--- config.mk ---
export PLATFORM = sky130hd
export DESIGN_NAME = ccff_bitstream_loader
export DESIGN_NICKNAME = d
export VERILOG_FILES = /design/src/rtl/ccff_loader_pkg.sv /design/src/rtl/ccff_word_serializer.sv /design/src/rtl/ccff_bitstream_loader.sv
export SDC_FILE = /design/constraint.sdc
export NUM_CORES = 1
export LEC_CHECK = 0
export BUFFER_PORTS_ARGS = -buffer_cell sky130_fd_sc_hd__buf_2
export CAP_MARGIN = 25
export CORE_MARGIN = 4
export CORE_UTILIZATION = 30
export CTS_CLUSTER_SIZE = 8
export DETAILED_ROUTE_END_ITERATION = 10
export GPL_ROUTABILITY_DRIVEN = 0
export GPL_TIMING_DRIVEN = 0
export SYNTH_ARGS = -nofsm -noshare
export SYNTH_HDL_FRONTEND = slang
export SYNTH_SLANG_ARGS = --single-unit
--- constraint.sdc ---
create_clock -name prog_clk -period 2.2 [get_ports prog_clk]
set_clock_uncertainty 0.1 [all_clocks]
set_input_delay 0.22 -clock prog_clk [delete_from_list [all_inputs] [get_ports prog_clk]]
set_output_delay 0.22 -clock prog_clk [all_outputs]
set_load 0.01 [all_outputs]
--- src/rtl/ccff_loader_pkg.sv ---
// Shared types and helpers for the configuration-chain bitstream loader.
package ccff_loader_pkg;

    typedef enum logic [1:0] {
        ST_IDLE  = 2'd0,
        ST_SHIFT = 2'd1,
        ST_DONE  = 2'd2
    } state_t;

    // Number of configuration words needed to cover a chain of chain_len flops.
    function automatic int num_words(input int chain_len, input int word_w);
        return (chain_len + word_w - 1) / word_w;
    endfunction

endpackage

--- src/rtl/ccff_word_serializer.sv ---
// Word buffer feeding ccff_head: accepts configuration words and presents
// one bit per shift cycle, LSB first, with zero-bubble back-to-back words.
module ccff_word_serializer
    import ccff_loader_pkg::*;
#(
    parameter int CHAIN_LEN = 22,
    parameter int WORD_W    = 8,
    parameter int CNT_W     = $clog2(CHAIN_LEN + 1)
) (
    input  logic              prog_clk,
    input  logic              prog_reset_n,
    input  logic              load,
    input  logic              active,
    input  logic [CNT_W-1:0]  issued,
    input  logic [WORD_W-1:0] cfg_data,
    input  logic              cfg_valid,
    output logic              cfg_ready,
    output logic              ccff_head,
    output logic              issue
);

    localparam int NUM_WORDS = num_words(CHAIN_LEN, WORD_W);
    localparam int REM_W     = $clog2(WORD_W + 1);
    localparam int WC_W      = $clog2(NUM_WORDS + 1);

    logic [WORD_W-1:0] word_buf;
    logic [REM_W-1:0]  rem;
    logic [WC_W-1:0]   words_in;

    logic              room;
    logic              accept;
    logic [REM_W-1:0]  rem_next;
    logic [WC_W-1:0]   words_next;

    // NOTE: every always_comb output gets a default first so no path can infer a latch.
    always_comb begin
        room       = active && (issued < CNT_W'(CHAIN_LEN));
        accept     = room && cfg_valid && cfg_ready && (rem == '0);
        issue      = room && ((rem != '0) || accept);
        words_next = words_in + WC_W'(accept);
        rem_next   = rem;
        if (accept) begin
            rem_next = REM_W'(WORD_W - 1);
        end else if (issue) begin
            rem_next = rem - REM_W'(1);
        end
    end

    // cfg_ready is registered: it rises in the cycle the last buffered bit is on
    // ccff_head, so the next word lands exactly when the buffer drains.
    always_ff @(posedge prog_clk or negedge prog_reset_n) begin
        if (!prog_reset_n) begin
            word_buf  <= '0;
            rem       <= '0;
            words_in  <= '0;
            cfg_ready <= 1'b0;
            ccff_head <= 1'b0;
        end else if (load) begin
            rem       <= '0;
            words_in  <= '0;
            cfg_ready <= (NUM_WORDS > 0);
        end else if (active) begin
            if (accept) begin
                ccff_head <= cfg_data[0];
                word_buf  <= cfg_data >> 1;
            end else if (issue) begin
                ccff_head <= word_buf[0];
                word_buf  <= word_buf >> 1;
            end
            rem       <= rem_next;
            words_in  <= words_next;
            cfg_ready <= (rem_next == '0) && (words_next < WC_W'(NUM_WORDS));
        end else begin
            rem       <= '0;
            words_in  <= '0;
            cfg_ready <= 1'b0;
        end
    end

endmodule

--- src/rtl/ccff_bitstream_loader.sv ---
// Programming-side driver for a tile configuration chain: serialises words onto
// ccff_head, gates the chain clock, and packs ccff_tail bits into readback words.
module ccff_bitstream_loader
    import ccff_loader_pkg::*;
#(
    parameter int CHAIN_LEN = 22,
    parameter int WORD_W    = 8,
    parameter int CNT_W     = $clog2(CHAIN_LEN + 1)
) (
    input  logic              prog_clk,
    input  logic              prog_reset_n,
    input  logic              start,
    input  logic              abort,
    input  logic [WORD_W-1:0] cfg_data,
    input  logic              cfg_valid,
    output logic              cfg_ready,
    output logic              ccff_head,
    output logic              ccff_clk_en,
    input  logic              ccff_tail,
    output logic [WORD_W-1:0] rd_data,
    output logic              rd_valid,
    output logic              busy,
    output logic              done
);

    localparam int IDX_W = (WORD_W > 1) ? $clog2(WORD_W) : 1;

    state_t            state;
    logic [CNT_W-1:0]  bit_cnt;
    logic [WORD_W-1:0] rb_buf;
    logic [IDX_W-1:0]  rb_idx;

    logic              start_ok;
    logic              active;
    logic              issue;
    logic              last_shift;
    logic              word_full;
    logic [CNT_W-1:0]  issued;
    logic [WORD_W-1:0] rb_next;

    always_comb begin
        start_ok   = start && !abort && (state != ST_SHIFT);
        active     = (state == ST_SHIFT) && !abort;
        // Bits already committed: completed shifts plus the one on ccff_head now.
        issued     = bit_cnt + CNT_W'(ccff_clk_en);
        last_shift = active && ccff_clk_en && (bit_cnt == CNT_W'(CHAIN_LEN - 1));
        word_full  = (rb_idx == IDX_W'(WORD_W - 1));
        rb_next    = rb_buf;
        rb_next[rb_idx] = ccff_tail;
    end

    ccff_word_serializer #(
        .CHAIN_LEN (CHAIN_LEN),
        .WORD_W    (WORD_W),
        .CNT_W     (CNT_W)
    ) u_serializer (
        .prog_clk     (prog_clk),
        .prog_reset_n (prog_reset_n),
        .load         (start_ok),
        .active       (active),
        .issued       (issued),
        .cfg_data     (cfg_data),
        .cfg_valid    (cfg_valid),
        .cfg_ready    (cfg_ready),
        .ccff_head    (ccff_head),
        .issue        (issue)
    );

    // ccff_clk_en comes straight off this flop so the downstream ICG never sees
    // a combinational glitch; the async reset drops it without a clock edge.
    // NOTE: sequential state uses non-blocking assignments so every flop samples pre-edge values.
    always_ff @(posedge prog_clk or negedge prog_reset_n) begin
        if (!prog_reset_n) begin
            state       <= ST_IDLE;
            bit_cnt     <= '0;
            rb_buf      <= '0;
            rb_idx      <= '0;
            ccff_clk_en <= 1'b0;
            rd_data     <= '0;
            rd_valid    <= 1'b0;
            busy        <= 1'b0;
            done        <= 1'b0;
        end else begin
            rd_valid <= 1'b0;
            if (abort) begin
                state       <= ST_IDLE;
                ccff_clk_en <= 1'b0;
                busy        <= 1'b0;
                done        <= 1'b0;
                rb_buf      <= '0;
                rb_idx      <= '0;
            end else begin
                case (state)
                    ST_IDLE, ST_DONE: begin
                        ccff_clk_en <= 1'b0;
                        if (start) begin
                            state   <= ST_SHIFT;
                            bit_cnt <= '0;
                            rb_buf  <= '0;
                            rb_idx  <= '0;
                            busy    <= 1'b1;
                            done    <= 1'b0;
                        end
                    end
                    ST_SHIFT: begin
                        ccff_clk_en <= issue;
                        if (ccff_clk_en) begin
                            bit_cnt <= bit_cnt + CNT_W'(1);
                            if (word_full || last_shift) begin
                                // Unfilled upper bits of a final partial word stay zero.
                                rd_data  <= rb_next;
                                rd_valid <= 1'b1;
                                rb_buf   <= '0;
                                rb_idx   <= '0;
                            end else begin
                                rb_buf <= rb_next;
                                rb_idx <= rb_idx + IDX_W'(1);
                            end
                        end
                        if (last_shift) begin
                            state <= ST_DONE;
                            busy  <= 1'b0;
                            done  <= 1'b1;
                        end
                    end
                    default: begin
                        state       <= ST_IDLE;
                        ccff_clk_en <= 1'b0;
                        busy        <= 1'b0;
                    end
                endcase
            end
        end
    end

endmodule

Word-level counts from Yosys, hierarchy flattened
Index checks and enable logic that the tools add are counted.

word-level totals
  input bits = 14
  register bits after elaboration = 46
  word-level logic and storage cells = 110
  output and inout port bits = 14

cells by class
  $lt $le $gt $ge = 4
  equal/unequal tests = 10
  bitwise gates (word level) = 2
  add/sub/neg operators = 5
  reduce and logical (&&, ||, !) cells = 29
  muxes and demuxes = 46

operators with widths
  operator                                                                       count
  8-bit two-way mux                                                              6
  1-bit two-way mux                                                              17
  4-bit two-way mux                                                              4
  8-bit one-hot mux with 2 select lines                                          1
  1-bit logical AND                                                              12
  3-bit two-way mux                                                              4
  2-bit two-way mux                                                              5
  5-bit two-way mux                                                              2
  5-bit one-hot mux with 2 select lines                                          1
  3-bit inequality test (second input constant)                                  3
  3-bit AND reduction                                                            3
  8-bit bitwise mux                                                              1
  4-bit logical NOT                                                              2
  4-bit AND reduction                                                            2
  3-bit one-hot mux with 2 select lines                                          1
  5-bit by 1-bit adder with 5-bit output                                         1
  5-bit by 1-bit adder with 5-bit output (second input constant)                 1
  5-bit == test (second input constant)                                          1
  5-bit less-than comparator (second input constant)                             1
  3-bit by 4-bit less-than comparator with 1-bit output (second input constant)  1
  2-bit inequality test (second input constant)                                  2
  1-bit one-hot mux with 2 select lines                                          2
  2-bit one-hot mux with 2 select lines                                          1
  2-bit nonzero test                                                             2
  other kinds (18)                                                               20

Logic depth before layout (Yosys ltp)
  depth after elaboration = 14
  gate-level depth with buffers = 11
  gate-level depth less buffers = 10

Hierarchy
Synthesis repeated with hierarchy kept, for this count alone.

second synthesis, totals
  cell total of the unflattened synthesis = 204
  area, all modules = 2472.4 µm²

by module, submodules not included
  module                 cells an instance  sequential area each (µm²)  area each (µm²)  instances
  ccff_bitstream_loader  131                750.7                       1575.3           1
  ccff_word_serializer   73                 375.4                       897.1            1

Worst setup path after synthesis
Ideal clock, no wire load.

  path type = flip-flop to flip-flop
  start = reg ccff_clk_en
  end = reg u_serializer.ccff_head
  buffers on the path = 2
  required time = 1.974 ns
  cell stages (with the launch flop) = 11
  clock period less this slack = 2.434 ns
  slack = -0.234 ns
  data arrival time = 2.209 ns
  library setup time = 0.126 ns
  cells stage by stage = dfrtp_1 buf_2 and2_1 ha_1 nand3_1 xor2_1 a21oi_2 or4_1 buf_4 mux2i_1 a21oi_1

on the way
  word-level cells in the longest chain between the ends = 10
  elaborated cells between the ends (all ways) = 11
  classes of those cells = 1 x add/sub; 1 x order compare; 1 x mux; 8 x reduce/logical

ends and longest elaborated chain
  item                                        line                          source
  start, declared                             ccff_bitstream_loader.sv:18   output logic ccff_clk_en,
  start signal, assigned                      ccff_bitstream_loader.sv:106  ccff_clk_en <= issue;
  5-bit by 1-bit adder with 5-bit output (*)  ccff_bitstream_loader.sv:45   issued = bit_cnt + CNT_W'(ccff_clk_en);
  5-bit less-than comparator (*)              ccff_word_serializer.sv:37    room = active && (issued < CNT_W'(CHAIN_LEN));
  1-bit logical AND (*)                       ccff_word_serializer.sv:37
  1-bit logical AND (3 in a row)              ccff_word_serializer.sv:38    accept = room && cfg_valid && cfg_ready && (rem == '0);
  1-bit logical OR                            ccff_word_serializer.sv:39    issue = room && ((rem != '0) || accept);
  1-bit logical AND                           ccff_word_serializer.sv:39
  2-bit nonzero test (no source line)         --
  3-bit AND reduction (no source line)        --
  end signal, assigned                        ccff_word_serializer.sv:64    ccff_head <= cfg_data[0];
  end signal, assigned                        ccff_word_serializer.sv:67    ccff_head <= word_buf[0];
  end, declared                               ccff_word_serializer.sv:18    output logic ccff_head,

Every way passes the cells marked *; elsewhere a longest branch is shown, timed or not.
A chain may end at the register's enable or synchronous reset.

Worst setup path in the final report
  start = reg u_serializer.rem[0]
  end = reg u_serializer.cfg_ready

on the way
  word-level cells in the longest chain between the ends = 10
  elaborated cells between the ends (all ways) = 14
  classes of those cells = 2 x add/sub; 1 x order compare; 4 x mux; 7 x reduce/logical

ends and longest elaborated chain
  item                                                                                 line                        source
  start, declared                                                                      ccff_word_serializer.sv:27  logic [REM_W-1:0] rem;
  start signal, assigned                                                               ccff_word_serializer.sv:70  rem <= rem_next;
  branches (longest 7 deep; another with 4-bit by 1-bit subtractor with 4-bit output)  --
  1-bit logical AND (*)                                                                ccff_word_serializer.sv:72  cfg_ready <= (rem_next == '0) && (words_next < WC_W'(NUM_WORDS));
  1-bit two-way mux (*)                                                                ccff_word_serializer.sv:62  end else if (active) begin
  1-bit two-way mux (*)                                                                ccff_word_serializer.sv:58  end else if (load) begin
  end signal, assigned                                                                 ccff_word_serializer.sv:61  cfg_ready <= (NUM_WORDS > 0);
  end signal, assigned                                                                 ccff_word_serializer.sv:72
  end, declared                                                                        ccff_word_serializer.sv:17  output logic cfg_ready,

Mark *: on every way between the ends.

==> impl_metrics.toml <==
[setup_path]
cp_data_required_time_ns = 2.31
critPathMaxStageDelay_ns = 0.41
cp.arrival_ns = 2.34
cp_slowest_cell = "or3b_4"
cp-endpoint = "u_serializer.cfg_ready$_DFF_PN0_"
crit_family = "simple AND/OR/NAND/NOR gates"
cp_common_cell = "inv_2"
cp-end-kind = "register"
cp_cell_sequence = "inv_2 > ha_4 > or3b_4 > nor4_4 > ha_2 > inv_2 > o211ai_1 > o31ai_2"
crit_path_start_kind = "register"
cp-startpoint = "u_serializer.rem[0]$_DFF_PN0_"
crit_fanout = 4
rrSetupSlack_ns = -0.03
reg2regPathDepth = 8
path_class = "register to register"
crit_cells = 8
r2r-start = "u_serializer.rem[0]$_DFF_PN0_"
worst-path-buf-inv = 2
r2r-end = "u_serializer.cfg_ready$_DFF_PN0_"

[place]
io_buffers = 25
pre_cts_slack_ns = -0.3278
dp_hpwl_mm = 3.350
placedCellCount = 355

[floorplanning]
core_area_um2 = 7370
start_util = 0.3124
die_h_um = 95.60
num_rows = 31
dieArea_um2 = 9139
die_x_um = 95.60
ioPinCount = 28

[yosys]
synth_edf_count = 0
synth.avg_cell_area_um2 = 9.966
syn_area_um2 = 2302
ys_types = 44
async_flop_share = 1.000
ys_ff_latch = 45
yosysSeqAreaShare = 0.4891
postSynthCellCount = 231
synth_nets = 253
yosysWarnings = 0
synth_ff_type = "dfrtp_1"

[routing]
drt_iter0_markers = 75
first_pass_iters = 4
routedWlPerCell_um = 12.75
antenna_left = 0
num_vias = 1714
drc = 0
vias_per_cell = 4.511
wirelength_mm = 4.845

[timing]
min_period_ns = 2.230
report.final.setup_viol = 4
rsz0062_at_grt = "true"
drv_slew = 0
fin_setup_tns_ns = -0.07178
setup_ws_ns = -0.02954
fmax_mhz = 448.5
worst_slew_pin_slew_ns = 0.4795
whs_ns = 0.04602
hold_viol = 0
maxSlewHeadroom = 0.6796
fin_crit_sh = 1.013

[finish]
syn_to_final_growth_pct = 28.59
drive_gt1_frac = 0.2811
final_cells = 380
num_antenna_cells = 0
nFillCells = 746
final_common_cell = "dfrtp_1"
final_cell_mix = "43 x dfrtp_1, 27 x nand2_1, 25 x buf_2"
nets = 302

[power_and_ir_drop]
power.density_nw_per_um2 = 647.7
leakagePower_nw = 1.409
peakVddDrop_v = 0.0003285

[run_status]
violations = "negative setup slack"
status = "finished with violations"

[clocking]
path_clk_slew_ns = 0.09
cts_tree = "built"
cts_buffers = 5
ctsLongestPathBuffers = 2
cts_max_level = 2
clock-sinks = 45
insertion_delay_ns = 0.30
cts_root_buf = "clkbuf_8"

[grt]
grt_max_degree = 46
antenna_found_initial = 0
grt_pass1_wl_mm = 8.010
grt_pass1_vias = 1716
gr-total-overflow = 0
grt_use_total = 0.1119

[job]
cap_violations = 0

[hold_path]
hold_path_class = "input pin to register"
worst register-to-register path, stage by stage (launching register included):
cell and delay [ns]:
dfrtp_1 0.40, inv_2 0.09, ha_4 0.13, or3b_4 0.41, nor4_4 0.30, ha_2 0.32, inv_2 0.06, o211ai_1 0.12
o31ai_2 0.22
metal layers:
| layer | vias up | track usage | part of all wire |
|---|---|---|---|
| met4 | 0 | 0.02844 | 0.0080 |
| li1 | 888 | - | - |
| met5 | - | 0 | 0 |
| met1 | 796 | 0.1426 | 0.46 |
| met3 | 4 | 0.02684 | 0.040 |
| met2 | 26 | 0.1899 | 0.49 |
cells by family (layout without fill, tap and decap cells):
group                    after synthesis  after routing  share of synthesized area
flip-flops                            45             45                     0.4891
AND/OR/NAND/NOR                       82             82                     0.1842
buffers and inverters                 21             71                    0.04674
adder cells (fa/ha/maj)                8              8                    0.04348
AO/OA/AOI/OAI                         48             48                     0.1201
multiplexers                          19             19                    0.08261
XOR/XNOR                               8              8                    0.03370
how the worst min path moves through the flow:
stage / start / slack (ns) / depth (start not counted) / endpoint
CTS: prog_reset_n / 0.01 / 1 / rd_data[7]$_DFFE_PN0P_
floorplan: prog_reset_n / -0.18 / 0 / bit_cnt[0]$_DFFE_PN0P_
global route: cfg_data[7] / 0.05 / 3 / u_serializer.word_buf[6]$_DFFE_PN0P_
finish: cfg_data[7] / 0.05 / 3 / u_serializer.word_buf[6]$_DFFE_PN0P_
detailed placement: abort / 0.32 / 2 / busy$_DFFE_PN0P_
global placement: abort / 0.31 / 2 / done$_DFFE_PN0P_
where the power goes:
group / leakage (nW) / internal [mW] / switching (mW)
Combinational: 0.753 / 0.154 / 0.168
Clock: 0.0554 / 0.341 / 0.282
Sequential: 0.601 / 0.918 / 0.0546
Total: 1.41 / 1.41 / 0.504
stage by stage:
| stage | instance area [um2] | util | power [mW] |
|---|---|---|---|
| floorplan | 2374 | - | 1.181 |
| global placement | 2623 | 0.3559 | 1.264 |
| detailed placement | 2623 | 0.3559 | 1.274 |
| CTS | 2848 | 0.3864 | 1.920 |
| global route | 2960 | 0.4017 | 2.039 |
| finish | 2960 | 0.4017 | 1.918 |
state kept, by name, indices dropped and copies added (netlist names), 2 cells and up:
register / count
u_serializer.word_buf: 7
rb_idx: 3
rb_buf: 8
state: 2
rd_data: 8
u_serializer.words_in: 2
u_serializer.rem: 4
bit_cnt: 5
Yosys cell counts (3+ instances only):
cell      number  area (um2)
dfrtp_1       45        1126
nand2_1       28       105.1
nor2_1        23       86.33
mux2i_1       19       190.2
o21ai_0       19       95.09
a21oi_1       15       75.07
ha_1           8       100.1
inv_1          8       30.03
clkbuf_1       6       22.52
nor3b_1        4       30.03
xor2_1         4       35.03
buf_6          3       33.78
nand3b_1       3       22.52
nor2b_1        3       18.77
xnor2_1        3       26.28
layout make-up:
cell class              instances  area, um2  share of cell area
multi-input cells             165       1195              0.4036
flip-flops and latches         45       1129              0.3812
repair buffers                 44      296.5              0.1002
well taps                      99      123.9             0.04184
plain buffers                  11      75.07             0.02536
clock buffers                   6      72.57             0.02451
clock inverters                 2      38.79             0.01310
inverters                       8      30.03             0.01014
timing repair:
item / 4_1_cts / 5_1_grt
endpoints found under the setup margin: 22 / 21
buffers inserted: 9 / 6
hold buffers: 1 / 1
cloned: 1 / 0
endpoints found under the hold margin: 3 / 45
pin swaps: 6 / 3
resized for setup: 6 / 16
Note: power is estimated with default switching activity, not from simulation.
